**src/rtl/bnn_job_scheduler.sv**
```systemverilog
// bnn_job_scheduler
// Job-level controller for the binary PE array. Descriptors enter a small
// queue; a four-state FSM (IDLE/ISSUE/DRAIN/OUT) pops one, range-checks it,
// strobes the SRAM read port once per word while enabling the array, sums the
// popcount that comes back PIPE_LAT cycles later and presents one registered
// result per job.
//
// Optional feature macro: BNN_SCHED_THRESH_EN. When defined, each descriptor
// carries a threshold and res_bit = (res_sum >= threshold) on good results.
// When undefined, job_thresh is ignored and res_bit is always 0.
//
// Handshakes (job_* and res_*): a transfer occurs on the rising edge where
// valid && ready are both high. The producer holds valid and payload steady
// until that edge. Neither ready output depends combinationally on valid.
module bnn_job_scheduler #(
  parameter int WORD_SIZE  = 64,
  parameter int SRAM_DEPTH = 64,
  parameter int ADDR_W     = 6,
  parameter int SUM_W      = $clog2(WORD_SIZE * SRAM_DEPTH) + 1,
  parameter int ACC_W      = 32,
  parameter int FIFO_DEPTH = 4,
  parameter int PIPE_LAT   = 1
) (
  input  logic              clk,
  input  logic              reset,
  input  logic              job_valid,
  output logic              job_ready,
  input  logic [ADDR_W-1:0] job_base,
  input  logic [ADDR_W:0]   job_len,
  input  logic [3:0]        job_id,
  input  logic [ACC_W-1:0]  job_thresh,
  output logic              rd_en,
  output logic [ADDR_W-1:0] rd_addr,
  output logic              array_ce,
  input  logic [SUM_W-1:0]  sum_in,
  output logic              res_valid,
  input  logic              res_ready,
  output logic [ACC_W-1:0]  res_sum,
  output logic [3:0]        res_id,
  output logic              res_err,
  output logic              res_bit,
  output logic              busy
);

  localparam int PTR_W = $clog2(FIFO_DEPTH);
  localparam int LEN_W = ADDR_W + 1;
  localparam logic [PTR_W:0]    FIFO_FULL = (PTR_W + 1)'(FIFO_DEPTH);
  localparam logic [ADDR_W+1:0] DEPTH_LIM = (ADDR_W + 2)'(SRAM_DEPTH);

  typedef enum logic [1:0] {
    S_IDLE  = 2'd0,
    S_ISSUE = 2'd1,
    S_DRAIN = 2'd2,
    S_OUT   = 2'd3
  } state_t;

  state_t state_q, state_d;

  // ---------------------------------------------------------------------------
  // Descriptor queue
  // ---------------------------------------------------------------------------
  logic [ADDR_W-1:0] fifo_base_q [FIFO_DEPTH];
  logic [LEN_W-1:0]  fifo_len_q  [FIFO_DEPTH];
  logic [3:0]        fifo_id_q   [FIFO_DEPTH];
  logic [PTR_W-1:0]  wr_ptr_q, wr_ptr_d;
  logic [PTR_W-1:0]  rd_ptr_q, rd_ptr_d;
  logic [PTR_W:0]    count_q, count_d;
  logic              fifo_full, fifo_empty, push, pop;

  assign fifo_full  = (count_q == FIFO_FULL);
  assign fifo_empty = (count_q == '0);
  assign push       = job_valid && !fifo_full;
  assign pop        = (state_q == S_IDLE) && !fifo_empty;
  assign job_ready  = !fifo_full;

  // Queue pointers and occupancy; simultaneous push and pop leave count as is
  always_comb begin
    wr_ptr_d = wr_ptr_q;
    rd_ptr_d = rd_ptr_q;
    count_d  = count_q;
    if (push) wr_ptr_d = wr_ptr_q + PTR_W'(1);
    if (pop)  rd_ptr_d = rd_ptr_q + PTR_W'(1);
    case ({push, pop})
      2'b10:   count_d = count_q + (PTR_W + 1)'(1);
      2'b01:   count_d = count_q - (PTR_W + 1)'(1);
      default: count_d = count_q;
    endcase
  end

  // Queue payload storage; validity is defined by the pointers alone
  always_ff @(posedge clk) begin
    if (push) begin
      fifo_base_q[wr_ptr_q] <= job_base;
      fifo_len_q[wr_ptr_q]  <= job_len;
      fifo_id_q[wr_ptr_q]   <= job_id;
    end
  end

`ifdef BNN_SCHED_THRESH_EN
  logic [ACC_W-1:0] fifo_thresh_q [FIFO_DEPTH];
  logic [ACC_W-1:0] thresh_q, thresh_d;

  // Threshold payload travels alongside the rest of the descriptor
  always_ff @(posedge clk) begin
    if (push) fifo_thresh_q[wr_ptr_q] <= job_thresh;
  end
`else
  logic unused_thresh;
  assign unused_thresh = ^job_thresh;
`endif

  // Head-of-queue descriptor and its range check
  logic [ADDR_W-1:0] head_base;
  logic [LEN_W-1:0]  head_len;
  logic [3:0]        head_id;
  logic [ADDR_W+1:0] head_end;
  logic              head_bad;

  assign head_base = fifo_base_q[rd_ptr_q];
  assign head_len  = fifo_len_q[rd_ptr_q];
  assign head_id   = fifo_id_q[rd_ptr_q];
  assign head_end  = {2'b00, head_base} + {1'b0, head_len};
  assign head_bad  = (head_len == '0) || (head_end > DEPTH_LIM);

  // ---------------------------------------------------------------------------
  // Job context, return-path tracking and accumulator
  // ---------------------------------------------------------------------------
  logic [ADDR_W-1:0]   base_q, base_d;
  logic [LEN_W-1:0]    len_q, len_d;
  logic [3:0]          id_q, id_d;
  logic [LEN_W-1:0]    issued_q, issued_d;
  logic [LEN_W-1:0]    recv_q, recv_d;
  logic [ACC_W-1:0]    acc_q, acc_d;
  logic [PIPE_LAT-1:0] vld_pipe_q, vld_pipe_d;
  logic                res_valid_q, res_valid_d;
  logic [ACC_W-1:0]    res_sum_q, res_sum_d;
  logic [3:0]          res_id_q, res_id_d;
  logic                res_err_q, res_err_d;
  logic                res_bit_q, res_bit_d;

  logic                pipe_out, issue_last, recv_last;
  logic [ACC_W:0]      acc_wide;
  logic [ACC_W-1:0]    acc_add;
  logic [LEN_W-1:0]    issued_inc, recv_inc;

  // Valid pipe mirrors the SRAM/array latency so we know when sum_in is real
  assign vld_pipe_d = PIPE_LAT'({vld_pipe_q, rd_en});
  assign pipe_out   = vld_pipe_q[PIPE_LAT-1];

  // Zero-extended add that pins at all-ones instead of wrapping
  assign acc_wide   = {1'b0, acc_q} + (ACC_W + 1)'(sum_in);
  assign acc_add    = acc_wide[ACC_W] ? {ACC_W{1'b1}} : acc_wide[ACC_W-1:0];

  assign issued_inc = issued_q + LEN_W'(1);
  assign recv_inc   = recv_q + LEN_W'(1);
  assign issue_last = (issued_inc == len_q);
  assign recv_last  = pipe_out && (recv_inc == len_q);

  // FSM next state, read sequencing, accumulation and result capture
  always_comb begin
    state_d     = state_q;
    base_d      = base_q;
    len_d       = len_q;
    id_d        = id_q;
    issued_d    = issued_q;
    recv_d      = recv_q;
    acc_d       = acc_q;
    res_valid_d = res_valid_q;
    res_sum_d   = res_sum_q;
    res_id_d    = res_id_q;
    res_err_d   = res_err_q;
    res_bit_d   = res_bit_q;
`ifdef BNN_SCHED_THRESH_EN
    thresh_d    = thresh_q;
`endif
    rd_en       = 1'b0;
    rd_addr     = '0;
    array_ce    = 1'b0;

    if (pipe_out) begin
      acc_d  = acc_add;
      recv_d = recv_inc;
    end

    case (state_q)
      S_IDLE: begin
        if (!fifo_empty) begin
          base_d = head_base;
          len_d  = head_len;
          id_d   = head_id;
`ifdef BNN_SCHED_THRESH_EN
          thresh_d = fifo_thresh_q[rd_ptr_q];
`endif
          if (head_bad) begin
            state_d     = S_OUT;
            res_valid_d = 1'b1;
            res_err_d   = 1'b1;
            res_sum_d   = '0;
            res_bit_d   = 1'b0;
            res_id_d    = head_id;
          end else begin
            state_d  = S_ISSUE;
            acc_d    = '0;
            recv_d   = '0;
            issued_d = '0;
          end
        end
      end
      S_ISSUE: begin
        rd_en    = 1'b1;
        array_ce = 1'b1;
        rd_addr  = base_q + issued_q[ADDR_W-1:0];
        issued_d = issued_inc;
        if (issue_last) state_d = S_DRAIN;
      end
      S_DRAIN: begin
        array_ce = 1'b1;
      end
      S_OUT: begin
        if (res_ready) begin
          res_valid_d = 1'b0;
          state_d     = S_IDLE;
        end
      end
      default: state_d = S_IDLE;
    endcase

    // Last sum arriving finishes the job from either ISSUE or DRAIN
    if (((state_q == S_ISSUE) || (state_q == S_DRAIN)) && recv_last) begin
      state_d     = S_OUT;
      res_valid_d = 1'b1;
      res_err_d   = 1'b0;
      res_sum_d   = acc_add;
      res_id_d    = id_q;
`ifdef BNN_SCHED_THRESH_EN
      res_bit_d   = (acc_add >= thresh_q);
`else
      res_bit_d   = 1'b0;
`endif
    end
  end

  // State, queue pointers, job context and registered result
  always_ff @(posedge clk) begin
    if (reset) begin
      state_q     <= S_IDLE;
      wr_ptr_q    <= '0;
      rd_ptr_q    <= '0;
      count_q     <= '0;
      base_q      <= '0;
      len_q       <= '0;
      id_q        <= '0;
      issued_q    <= '0;
      recv_q      <= '0;
      acc_q       <= '0;
      vld_pipe_q  <= '0;
      res_valid_q <= 1'b0;
      res_sum_q   <= '0;
      res_id_q    <= '0;
      res_err_q   <= 1'b0;
      res_bit_q   <= 1'b0;
`ifdef BNN_SCHED_THRESH_EN
      thresh_q    <= '0;
`endif
    end else begin
      state_q     <= state_d;
      wr_ptr_q    <= wr_ptr_d;
      rd_ptr_q    <= rd_ptr_d;
      count_q     <= count_d;
      base_q      <= base_d;
      len_q       <= len_d;
      id_q        <= id_d;
      issued_q    <= issued_d;
      recv_q      <= recv_d;
      acc_q       <= acc_d;
      vld_pipe_q  <= vld_pipe_d;
      res_valid_q <= res_valid_d;
      res_sum_q   <= res_sum_d;
      res_id_q    <= res_id_d;
      res_err_q   <= res_err_d;
      res_bit_q   <= res_bit_d;
`ifdef BNN_SCHED_THRESH_EN
      thresh_q    <= thresh_d;
`endif
    end
  end

  assign res_valid = res_valid_q;
  assign res_sum   = res_sum_q;
  assign res_id    = res_id_q;
  assign res_err   = res_err_q;
  assign res_bit   = res_bit_q;
  assign busy      = (state_q != S_IDLE) || !fifo_empty;

endmodule

```
**config.mk**
```make
export PLATFORM = sky130hd
export DESIGN_NAME = bnn_job_scheduler
export DESIGN_NICKNAME = d
export VERILOG_FILES = /design/src/rtl/bnn_job_scheduler.sv
export SDC_FILE = /design/constraint.sdc
export NUM_CORES = 1
export LEC_CHECK = 0
export BUFFER_PORTS_ARGS = -buffer_cell sky130_fd_sc_hd__buf_4
export CAP_MARGIN = 20
export CORE_MARGIN = 3
export CORE_UTILIZATION = 53
export CTS_CLUSTER_DIAMETER = 40
export DETAILED_ROUTE_END_ITERATION = 16
export GPL_ROUTABILITY_DRIVEN = 1
export PLACE_DENSITY = 0.76
export SLEW_MARGIN = 10
export SYNTH_ARGS = -nofsm -noshare
export SYNTH_HDL_FRONTEND = slang
export SYNTH_SLANG_ARGS = --single-unit
```
**constraint.sdc**
```tcl
create_clock -name clk -period 3.95 [get_ports clk]
set_input_delay 0.395 -clock clk [delete_from_list [all_inputs] [get_ports clk]]
set_output_delay 0.395 -clock clk [all_outputs]
set_load 0.01 [all_outputs]
```
==> results.txt <==
Crit path depth: 12
crit end category: register
vias in the first global route: 6271
drt pass-1 iters: 5
via/cell ratio: 5.75
dominant synthesized flop cell: dfxtp_1
simple-gate share of the synthesized area: 14.5%
RR Endpoint: issued_q[2]$_SDFFE_PP0P_
Layout Nets: 1031
Initial Util: 55.2%
CP Class: register to register
Tot Pwr: 6.60 mW
Post-Synth XOR/XNOR Area: 4.81%
status: complete, no violations
CTS Sinks: 181
I/O pins: 115
WL/cell: 16.7 um
post-synthesis sequential area ratio: 48.2%
setup_tns: 0 ns
Slew @ Worst Pin: 0.909 ns
DRC Markers: 0
Post-synth EDFFs: 68
Synth area leader: dfxtp_1
Synth area leaders: dfxtp_1, edfxtp_1, ha_1
post-layout util: 64.0%
Port Buf Inserts: 81
Cell Pwr Density: 638 nW/um^2
Worst Path Required: 4.31 ns
Global Route Usage Sum: 21.6%
H-tree levels: 4
mapped cell area: 8920 sq um
Worst Hold Path EP: fifo_base_q[3][2]$_DFFE_PP_
hold depth: 1
P_leak: 3.98 nW
CTS tree: yes
Crit Path Max Fanout: 17
Rel. slew slack: 39.4%
via count: 6652
Worst Hold Launch: job_base[2]
Async SR Flop Fraction: 0%
Final Max Slew Viols: 0
Distinct cells, synth: 70
Post-Place Cells: 1124
Synth top area share: 25.4%
FMAX: 280 MHz
Non-Filler Instances: 1156
clk root buf: clkbuf_16
clock slew at reported path FFs: 0.08 ns
crit-path cells: buf_12 > mux4_2 > ha_1 > a211oi_1 > o21ai_0 > and2_1 > o2111ai_1 > a211oi_2 > buf_4 > a21oi_1 > nand2_1 > a31oi_1
clk_skew: 0.0115 ns
worst min path class: primary input to register
Antenna Cells: 0
CTS buffer count: 17
crit path launch type: register
main combinational cell family by area after synthesis: compound AO/OA/AOI/OAI gates
R2R Setup Slk: 0.38 ns
Synth Net Count: 968
final number of hold-violating endpoints: 0
post-CTS sizing: 0
Finished Cell Area: 10400 sq um
die width: 136 um
MaxCap Viol Count: 0
Layout area overhead: 16.0%
total gr overflow: 0
CTS Hold Bufs: 0
Setup Slack @ Placement: 0.395 ns
die area: 18400 sq um
min Tclk post-route: 3.57 ns
Skew-Pair Late Insertion Delay: 0.44 ns
Filler Cell Count: 1289
slowest stage delay, CP: 0.60 ns
CP Buf/Inv Count: 2
layout cells sized above 1: 17.3%
global-route wire length before repair: 31800 um
core area: 16200 sq um
DIE HEIGHT: 136 um
worst setup margin: 0.385 ns
minimum hold slack: 0.152 ns
synthesized netlist cell count: 864
crit path DAT: 3.92 ns
ANT nets after route: 0
Yosys reg bits: 181
Post-CTS Setup Bufs: 0
Peak VDD IR: 0.000378 V
post-synthesis mux area share: 6.20%
GP Congestion: 0.891
complex-gate fraction of the synthesized area: 16.4%
RSZ-0062 raised after global routing: no
Mapped Avg Cell Area: 10.3 sq um
DR iter-0 viols: 517
fin crit share: 90.3%
endpoints failing setup: 0
Post-Synth Adder-Cell Area: 5.67%
final wirelength: 19300 um
Placed Instance Area: 9710 sq um
largest net degree at the start of global routing: 52
std cell rows: 46
antenna violations before repair: 0
R2R depth: 12
Crit path max-delay family: compound AO/OA/AOI/OAI gates
dpl hpwl: 13200 um
Worst path slowest cell: mux4_2
clk buf depth: 2
Yosys warnings: 0
## layout make-up
| cell class | count | area (sq um) | share of cell area [%] |
|---|---|---|---|
| sequential | 181 | 4310 | 41.6 |
| multi-input combinational | 603 | 4250 | 41.0 |
| timing repair buffer | 98 | 786 | 7.59 |
| clock buffer | 17 | 425 | 4.11 |
| tap | 216 | 270 | 2.61 |
| clock inverter | 15 | 220 | 2.13 |
| inverter | 26 | 97.6 | 0.943 |
## cells by family after synthesis
logic type	Yosys count
fa+ha+maj	38
other cells	1
compound gates	212
buf+inv	80
simple gates	269
mux	34
xor+xnor	49
flops	181
## Yosys cell counts (24+ instances only)
master / count
dfxtp_1: 113
nor2_1: 88
nand2_1: 77
edfxtp_1: 68
a21oi_1: 57
clkbuf_1: 37
ha_1: 34
xnor2_1: 29
a211oi_1: 27
inv_1: 26
o2bb2ai_1: 25
o21ai_0: 24
## sequential cells by signal, indices dropped and copies added, names as in the netlist, named ones only
signal	cells
fifo_id_q	16
issued_q	7
rd_ptr_q	2
id_q	4
base_q	6
recv_q	7
res_sum	32
acc_q	32
len_q	7
count_q	3
res_err	1
res_valid	1
pipe_out	1
wr_ptr_q	2
res_id	4
fifo_base_q	24
fifo_len_q	28
state_q	2
## layer usage
metal	track usage (%)	up-vias	share of wire [%]
met1	30.7	3179	47
met2	34.7	178	47
met4	4.87	0	1.1
li1	-	3274	-
met3	4.12	21	5.0
met5	0	-	0
## where the power goes
group / leakage [nW] / switching, mW / internal (mW) / total (mW)
clock network: 0.312 / 0.892 / 0.895 / 1.79
registers: 1.54 / 0.187 / 2.21 / 2.40
logic: 2.12 / 1.38 / 1.04 / 2.42
total: 3.98 / 2.46 / 4.14 / 6.60
## cells in the final DEF (no fill, tap or decap), types with 4 or more instances in the layout
cell type / instances
clkinv_8: 5
a21oi_1: 57
o21a_1: 12
inv_1: 26
nor2_1: 88
nand4_1: 6
o22ai_1: 5
mux4_2: 17
inv_12: 4
o2bb2ai_1: 25
buf_4: 94
xnor2_1: 29
o211ai_1: 6
ha_1: 34
o21ai_0: 23
edfxtp_1: 68
a21o_1: 10
nand2_1: 77
o21bai_1: 5
or3_1: 4
and3_1: 14
xor2_1: 20
nand3_1: 22
dfxtp_1: 112
a211oi_1: 27
inv_8: 4
buf_12: 4
nor3_1: 13
nand2b_1: 5
and2_1: 13
a31oi_1: 10
nand4b_1: 4
and4_1: 4
clkbuf_16: 17
fa_1: 4
mux2i_1: 17
## how the worst max path moves through the flow
stage	slack (ns)	startpoint	endpoint
after CTS	0.38	register	issued_q[2]$_SDFFE_PP0P_
after floorplan	0.18	register	res_sum[10]$_SDFFE_PP0P_
after detailed placement	0.40	register	issued_q[3]$_SDFFE_PP0P_
final	0.38	register	issued_q[2]$_SDFFE_PP0P_
after global placement	0.45	register	issued_q[2]$_SDFFE_PP0P_
after global routing	0.07	register	issued_q[2]$_SDFFE_PP0P_
Note: power is estimated with default switching activity, not from simulation.
